`src/rtl/hazard_scoreboard.sv`:
```
// Operand forwarding select plus per-register countdown scoreboard for EX-stage hazards.
// Optional `HAZARD_STALL_CNT_EN adds a saturating stall_cycles counter output.
module hazard_scoreboard #(
  parameter int NUM_SRC    = 2,
  parameter int REG_ADDR_W = 5,
  parameter int MAX_LAT    = 7,
  parameter int CNT_W      = $clog2(MAX_LAT + 1)
) (
  input  logic                          clk,
  input  logic                          rst_n,
  input  logic [NUM_SRC*REG_ADDR_W-1:0] ex_rs,
  input  logic [REG_ADDR_W-1:0]         mem_rd,
  input  logic [REG_ADDR_W-1:0]         wb_rd,
  input  logic                          mem_reg_wr,
  input  logic                          wb_reg_wr,
  input  logic                          issue_valid,
  input  logic [REG_ADDR_W-1:0]         issue_rd,
  input  logic                          issue_reg_wr,
  input  logic [CNT_W-1:0]              issue_lat,
  output logic [NUM_SRC*2-1:0]          forward,
  output logic                          stall,
  output logic                          sb_busy
`ifdef HAZARD_STALL_CNT_EN
  ,
  output logic [31:0]                   stall_cycles
`endif
);

  localparam int unsigned NUM_REGS = 1 << REG_ADDR_W;
  localparam logic [CNT_W-1:0] MAX_LAT_C = CNT_W'(MAX_LAT);

  // Register 0 is hardwired zero, so it has no counter.
  logic [CNT_W-1:0] cnt [1:NUM_REGS-1];
  logic             accept;
  logic [CNT_W-1:0] lat_sat;

  assign accept  = issue_valid && !stall;
  assign lat_sat = (issue_lat > MAX_LAT_C) ? MAX_LAT_C : issue_lat;

  always_comb begin
    forward = '0;
    for (int unsigned i = 0; i < NUM_SRC; i++) begin
      if (mem_reg_wr && mem_rd != '0 && mem_rd == ex_rs[i*REG_ADDR_W +: REG_ADDR_W])
        forward[2*i +: 2] = 2'b10;
      else if (wb_reg_wr && wb_rd != '0 && wb_rd == ex_rs[i*REG_ADDR_W +: REG_ADDR_W])
        forward[2*i +: 2] = 2'b01;
    end
  end

  // Lookup via compare loop keeps operand address 0 from indexing a missing counter.
  always_comb begin
    stall = 1'b0;
    for (int unsigned i = 0; i < NUM_SRC; i++) begin
      for (int unsigned r = 1; r < NUM_REGS; r++) begin
        if (ex_rs[i*REG_ADDR_W +: REG_ADDR_W] == REG_ADDR_W'(r) && cnt[r] != '0)
          stall = 1'b1;
      end
    end
  end

  always_comb begin
    sb_busy = 1'b0;
    for (int unsigned r = 1; r < NUM_REGS; r++) begin
      if (cnt[r] != '0)
        sb_busy = 1'b1;
    end
  end

  always_ff @(posedge clk or negedge rst_n) begin
    if (!rst_n) begin
      for (int unsigned r = 1; r < NUM_REGS; r++)
        cnt[r] <= '0;
    end else begin
      for (int unsigned r = 1; r < NUM_REGS; r++) begin
        if (accept && issue_reg_wr && issue_rd == REG_ADDR_W'(r) && issue_lat != '0)
          cnt[r] <= lat_sat;
        else if (cnt[r] != '0)
          cnt[r] <= cnt[r] - 1'b1;
      end
    end
  end

`ifdef HAZARD_STALL_CNT_EN
  always_ff @(posedge clk or negedge rst_n) begin
    if (!rst_n)
      stall_cycles <= '0;
    else if (stall && stall_cycles != '1)
      stall_cycles <= stall_cycles + 32'd1;
  end
`endif

endmodule

```
`config.mk`:
```
export PLATFORM = sky130hd
export DESIGN_NAME = hazard_scoreboard
export DESIGN_NICKNAME = d
export VERILOG_FILES = /design/src/rtl/hazard_scoreboard.sv
export SDC_FILE = /design/constraint.sdc
export NUM_CORES = 1
export LEC_CHECK = 0
export CELL_PAD_IN_SITES_DETAIL_PLACEMENT = 1
export CELL_PAD_IN_SITES_GLOBAL_PLACEMENT = 2
export CORE_MARGIN = 3
export CORE_UTILIZATION = 43
export DETAILED_ROUTE_END_ITERATION = 7
export PLACE_DENSITY_LB_ADDON = 0.12
export SLEW_MARGIN = 20
export SYNTH_ARGS = -nofsm -noshare
export SYNTH_HDL_FRONTEND = slang
export SYNTH_SLANG_ARGS = --single-unit
```
`constraint.sdc`:
```
create_clock -name clk -period 5.35 [get_ports clk]
set_clock_uncertainty 0.15 [all_clocks]
set_input_delay 0.8025 -clock clk [delete_from_list [all_inputs] [get_ports clk]]
set_output_delay 0.8025 -clock clk [all_outputs]
set_load 0.02 [all_outputs]
```
==> flow_summary.ini <==
[clocking]
cts_tree = done
ctsRootBufferMaster = clkbuf_16
htree_levels = 3
ctsResizeCount = 0
clkTransAtPathRegs_ns = 0.07
cts_sinks = 93
clk_latency_ns = 0.36
clockBufferDepth = 2
cts_buffers = 9
post_cts_buffers = 0
hold_buffers = 0

[power_and_ir_drop]
switchingPower_mw = 1.65
powerDensity_mw_per_mm2 = 540
p_int_mw = 2.70
pwr-share-comb_pct = 54.6
sw_frac_of_total_pct = 37.9
ir_drop_mv = 0.226
p_leak_nw = 3.48
clkPwrFrac_pct = 15.9
p_seq_share_pct = 29.4

[timing]
final.setup.tns_ns = 0
finalCritPeriodShare_pct = 88.8
relSlewSlack_pct = 23.5
fin_crit_ns = 4.75
rsz0062_at_grt = no
finalSetupViolations = 0
hold_violations = 0
fmax_ghz = 0.211
setup_ws_ns = 0.600
worstMarginPinSlew_ns = 1.15
maxSlewViolCount = 0

[setup_path]
required_ns = 4.40
r2r-end = cnt[30]$_DFFE_PN0P_
path_cells = clkdlybuf4s50_1 -> and2_1 -> a22o_1 -> a221o_1 -> a32o_1 -> nor3_1 -> nand2_1 -> clkdlybuf4s50_1
end_kind = output port
crit_arrival_ns = 3.80
crit_top_cell = clkdlybuf4s50_1
worst_path_max_delay_cell = clkdlybuf4s50_1
critPathMaxFanout = 17
startpoint_type = input port
reg2regPathDepth = 9
r2r_slack_ns = 1.73
max_stage_delay_ns = 0.79
critPathLaunch = ex_rs[7]
path_class = input port to output port
r2r_start = cnt[63]$_DFFE_PN0P_
endpoint = stall

[cells_and_area]
diodes = 0
reg_top3 = cnt x93
largest-register = cnt
instances_no_fill = 983
num-fill-cells = 1788
drive_above_1_share_pct = 19.9
nets = 858
largest_reg_flops = 93
area_growth_pct = 12.6

[floorplanning]
coreArea_sq_mm = 0.0161
rows = 46
fp.dieArea_sq_mm = 0.0182
die_y_um = 135
ios = 40
start_util_pct = 44.6
chipWidth_um = 135

[global_route]
gr-total-overflow = 0
grt_max_degree = 55
grt_pass1_vias = 6072
antenna_found_initial = 0
grt_pass1_wl_um = 33400
grt_usage_pct = 23.8

[yosys]
synth_async_sr_flop_share_pct = 100
synth_cell_types = 54
synthCells = 732
synth_nets = 828
synthFlopType = dfrtp_1
ys_seq_area_share_pct = 32.5
ys_ff_latch = 93
yosysWarnings = 0
syn_area_per_cell_sq_um = 9.78
synth_edf_count = 0
syn_area_sq_mm = 0.00716

[routing]
vias = 5495
dr.pass1.iters = 4
routed_via_density = 5.59
drt_iter0_drc = 193
postRouteAntennaNets = 0
remaining_drc_errors = 0
wl_um = 20600
avgRoutedWirePerCell_um = 20.9

[placement]
hpwl_um = 15100
portBuffers = 39
gp_congestion = 0.874
place_inst = 967
pre_cts_slack_ns = 0.658

[outcome]
outcome = complete, no violations

[run]
cap_violations = 0

[worst_hold_path]
hold_class = input port to async pin
==> synth_stat cells (6+ instances only) <==
library cell	number	area (sq um)
clkbuf_1	15	56.3
xnor2_1	37	324
a21oi_1	38	190
nand4_1	8	50.1
nor4_2	6	75.1
nor2_1	70	263
ha_1	62	776
mux2_1	15	169
nand2_1	12	45.0
inv_1	66	248
nand3_1	38	190
nor4_1	11	68.8
nand2b_1	37	231
nand3b_1	8	60.1
nor2b_1	14	87.6
dfrtp_1	93	2330
mux2_2	110	1240
xor2_1	14	123
==> cell usage in the layout, fill, tap and decap left out, types with 2 or more instances in the layout <==
cell type,synthesis,layout
a22oi_1,2,2
nor2b_1,14,14
and2_1,5,5
clkdlybuf4s50_1,0,38
mux4_2,2,2
a32o_1,3,3
o211ai_1,3,3
nor4_2,6,6
ha_1,62,62
nor2_1,70,70
nor3b_1,2,2
o2111ai_1,3,3
nand4_1,8,8
mux2i_1,2,2
a22o_1,3,3
nor4_1,11,11
o221ai_1,2,2
buf_4,3,10
mux2_1,15,15
or3_1,2,2
clkbuf_16,0,9
mux2_2,110,110
nand3b_1,8,8
nor3_1,2,2
xnor2_1,37,37
nand3_1,38,38
or4_1,5,5
nand2b_1,37,37
a21oi_1,38,38
xor2_1,14,14
o21ai_0,5,5
nand2_1,12,12
inv_1,66,66
and3b_2,4,4
a2111o_1,2,2
clkbuf_8,0,2
dfrtp_1,93,93
==> how the worst min path moves through the flow <==
stage / startpoint / end / slack, ns / cells past startpoint
after floorplan: rst_n / cnt[0]$_DFFE_PN0P_ / 0.36 / 0
after global placement: cnt[19]$_DFFE_PN0P_ / cnt[19]$_DFFE_PN0P_ / 0.46 / 3
after detailed placement: cnt[22]$_DFFE_PN0P_ / cnt[22]$_DFFE_PN0P_ / 0.48 / 3
after CTS: rst_n / cnt[14]$_DFFE_PN0P_ / 0.31 / 1
after global routing: rst_n / cnt[14]$_DFFE_PN0P_ / 0.34 / 1
final: rst_n / cnt[14]$_DFFE_PN0P_ / 0.29 / 1
==> worst max-delay path, delay by kind of cell <==
kind,cells,cell delay [ns]
AND/OR/NAND/NOR,3,0.70
buffers and inverters,2,1.34
AO/OA/AOI/OAI,3,0.94
==> stage by stage <==
step	total power [mW]	hold WS, ns	utilization [%]	instance area [sq um]
2_1_floorplan	3.10	0.357	-	7160
3_3_place_gp	3.45	0.457	48.2	7750
3_5_place_dp	3.69	0.476	48.2	7750
4_1_cts	4.40	0.306	50.2	8060
5_1_grt	4.75	0.338	50.2	8060
6_report	4.35	0.286	50.2	8060
==> final cells by class <==
| class | instances | area [sq um] | share of cell area (%) |
|---|---|---|---|
| repair buffers | 48 | 455 | 5.65 |
| well taps | 216 | 270 | 3.35 |
| clock inverters | 4 | 55.1 | 0.683 |
| multi-input cells | 544 | 4450 | 55.2 |
| flip-flops and latches | 93 | 2330 | 28.9 |
| clock buffers | 12 | 256 | 3.18 |
| inverters | 66 | 248 | 3.07 |
==> cell families (layout without fill, tap and decap cells) <==
kind of cell               Yosys count  in the layout  synth area share, %
xor gates and xnor gates            51             51                 6.24
AOI/OAI and AO/OA                   69             69                 6.22
adders and majority gates           62             62                 10.8
buffers and inverters               95            130                 5.44
DFF                                 93             93                 32.5
and+or+nand+nor                    233            233                 18.2
muxes                              129            129                 20.6
==> routing by layer <==
layer / global-route usage, % / part of all wire, % / vias up
li1: - / - / 2606
met1: 29.8 / 44 / 2787
met2: 42.9 / 52 / 75
met3: 3.54 / 2.4 / 27
met4: 6.22 / 1.6 / 0
met5: 0 / 0 / -
==> power by group through the flow <==
stage | clock network [mW] | registers [mW] | logic (mW)
final | 0.693 | 1.28 | 2.38
after global routing | 0.736 | 1.33 | 2.68
after CTS | 0.709 | 1.28 | 2.41
after detailed placement | 0 | 1.29 | 2.39
after global placement | 0 | 1.26 | 2.19
after floorplan | 0 | 1.24 | 1.85
Note: power is estimated with default switching activity, not from simulation.
==> RTL change, RTL diff (config.mk and constraints unchanged) <==
The parameter `NUM_SRC` goes from 2 to 1.
--- a/src/rtl/hazard_scoreboard.sv
+++ b/src/rtl/hazard_scoreboard.sv
@@ -1,7 +1,7 @@
 // Operand forwarding select plus per-register countdown scoreboard for EX-stage hazards.
 // Optional `HAZARD_STALL_CNT_EN adds a saturating stall_cycles counter output.
 module hazard_scoreboard #(
-  parameter int NUM_SRC    = 2,
+  parameter int NUM_SRC    = 1,
   parameter int REG_ADDR_W = 5,
   parameter int MAX_LAT    = 7,
   parameter int CNT_W      = $clog2(MAX_LAT + 1)
Interface: changed (resized ex_rs and forward); port bits go from 40 to 33. The function was not compared with the original's and may differ.
==> RTL change against the original RTL <==
- cell area is 7.3% lower
- global-route usage shrank 3.4 points
- synthesized cell count fell by 11%
- worst setup slack better by 0.20 ns
- total power down 4.6%
- sequential cell count unchanged
- wire length decreased by 19%
- synthesized area fell by 6.9%
- critical path type unchanged
- largest cell class unchanged
- highest routed layer is now met5
==> RTL change: results (changes against the original RTL) <==
Global route
  • Met3 Usage GRT: 4.106% (+0.57 points)
  • Grt met1 use: 26.07% (-3.7 points)
  • Initial antenna violation count: 1 (+1)
  • Gr usage total: 20.41% (-3.4 points)
  • Global-route wire length before repair: 26500 um (-21%)

Synthesis
  • Post-synth net total: 740 (-11%)
  • Synthesized-area fraction occupied by xor and xnor cells: 5.127% (-1.1 points)
  • Register area share after synthesis: 34.93% (+2.4 points)
  • Synth Area in Compound Gates: 6.197% (-0.028 points)
  • Netlist cell types: 50 (-7.4%)
  • Synth top area cells: dfrtp_1, mux2_2, ha_1

Placement
  • Buffers on Ports: 32 (-18%)
  • Dpl ws: 0.8332 ns (+0.1749 ns)
  • Post-DP Area: 7179 um^2 (-7.3%)

Detailed routing
  • Via/cell ratio: 5.382 (-3.7%)
  • Routed wl met2: 8202 um (-23%)
  • Wire length on met1: 7525 um (-17%)
  • DR WL/cell: 19.15 um (-8.5%)

Power
  • Clock distribution power: 0.659 mW (-4.9%)
  • Leak pwr: 3.256 nW (-6.5%)

Worst setup path
  • CP max FO: 18 (+1)

Status
  • Outcome: finished clean

Final layout
  • Fin area: 7471 um^2 (-7.3%)
  • Layout cells sized above 1: 22.85% (+2.9 points)

Die
  • Die Wd: 130.5 um (-3.4%)
-- RTL change: cell types whose count changed after synthesis, moves of 6 or more --
cell,unedited run,this run
xor2_1,14,6
nand3b_1,8,2
nor2_2,1,30
nand3_1,38,5
a21oi_1,38,29
nand2b_1,37,31
mux2_2,110,94
mux2_1,15,29
clkbuf_1,15,9
-- RTL change: path summary, 6_finish.rpt --
path / start / slack (ns) / endpoint / cells past startpoint
max in group asynchronous: rst_n / 3.64 / cnt[50]$_DFFE_PN0P_ / 2
max reg2reg: cnt[48]$_DFFE_PN0P_ / 2.40 / cnt[9]$_DFFE_PN0P_ / 9
max: ex_rs[2] / 0.80 / stall / 8
min in group clk: cnt[45]$_DFFE_PN0P_ / 0.47 / cnt[45]$_DFFE_PN0P_ / 2
min reg2reg: cnt[45]$_DFFE_PN0P_ / 0.47 / cnt[45]$_DFFE_PN0P_ / 2
min: rst_n / 0.41 / cnt[46]$_DFFE_PN0P_ / 1
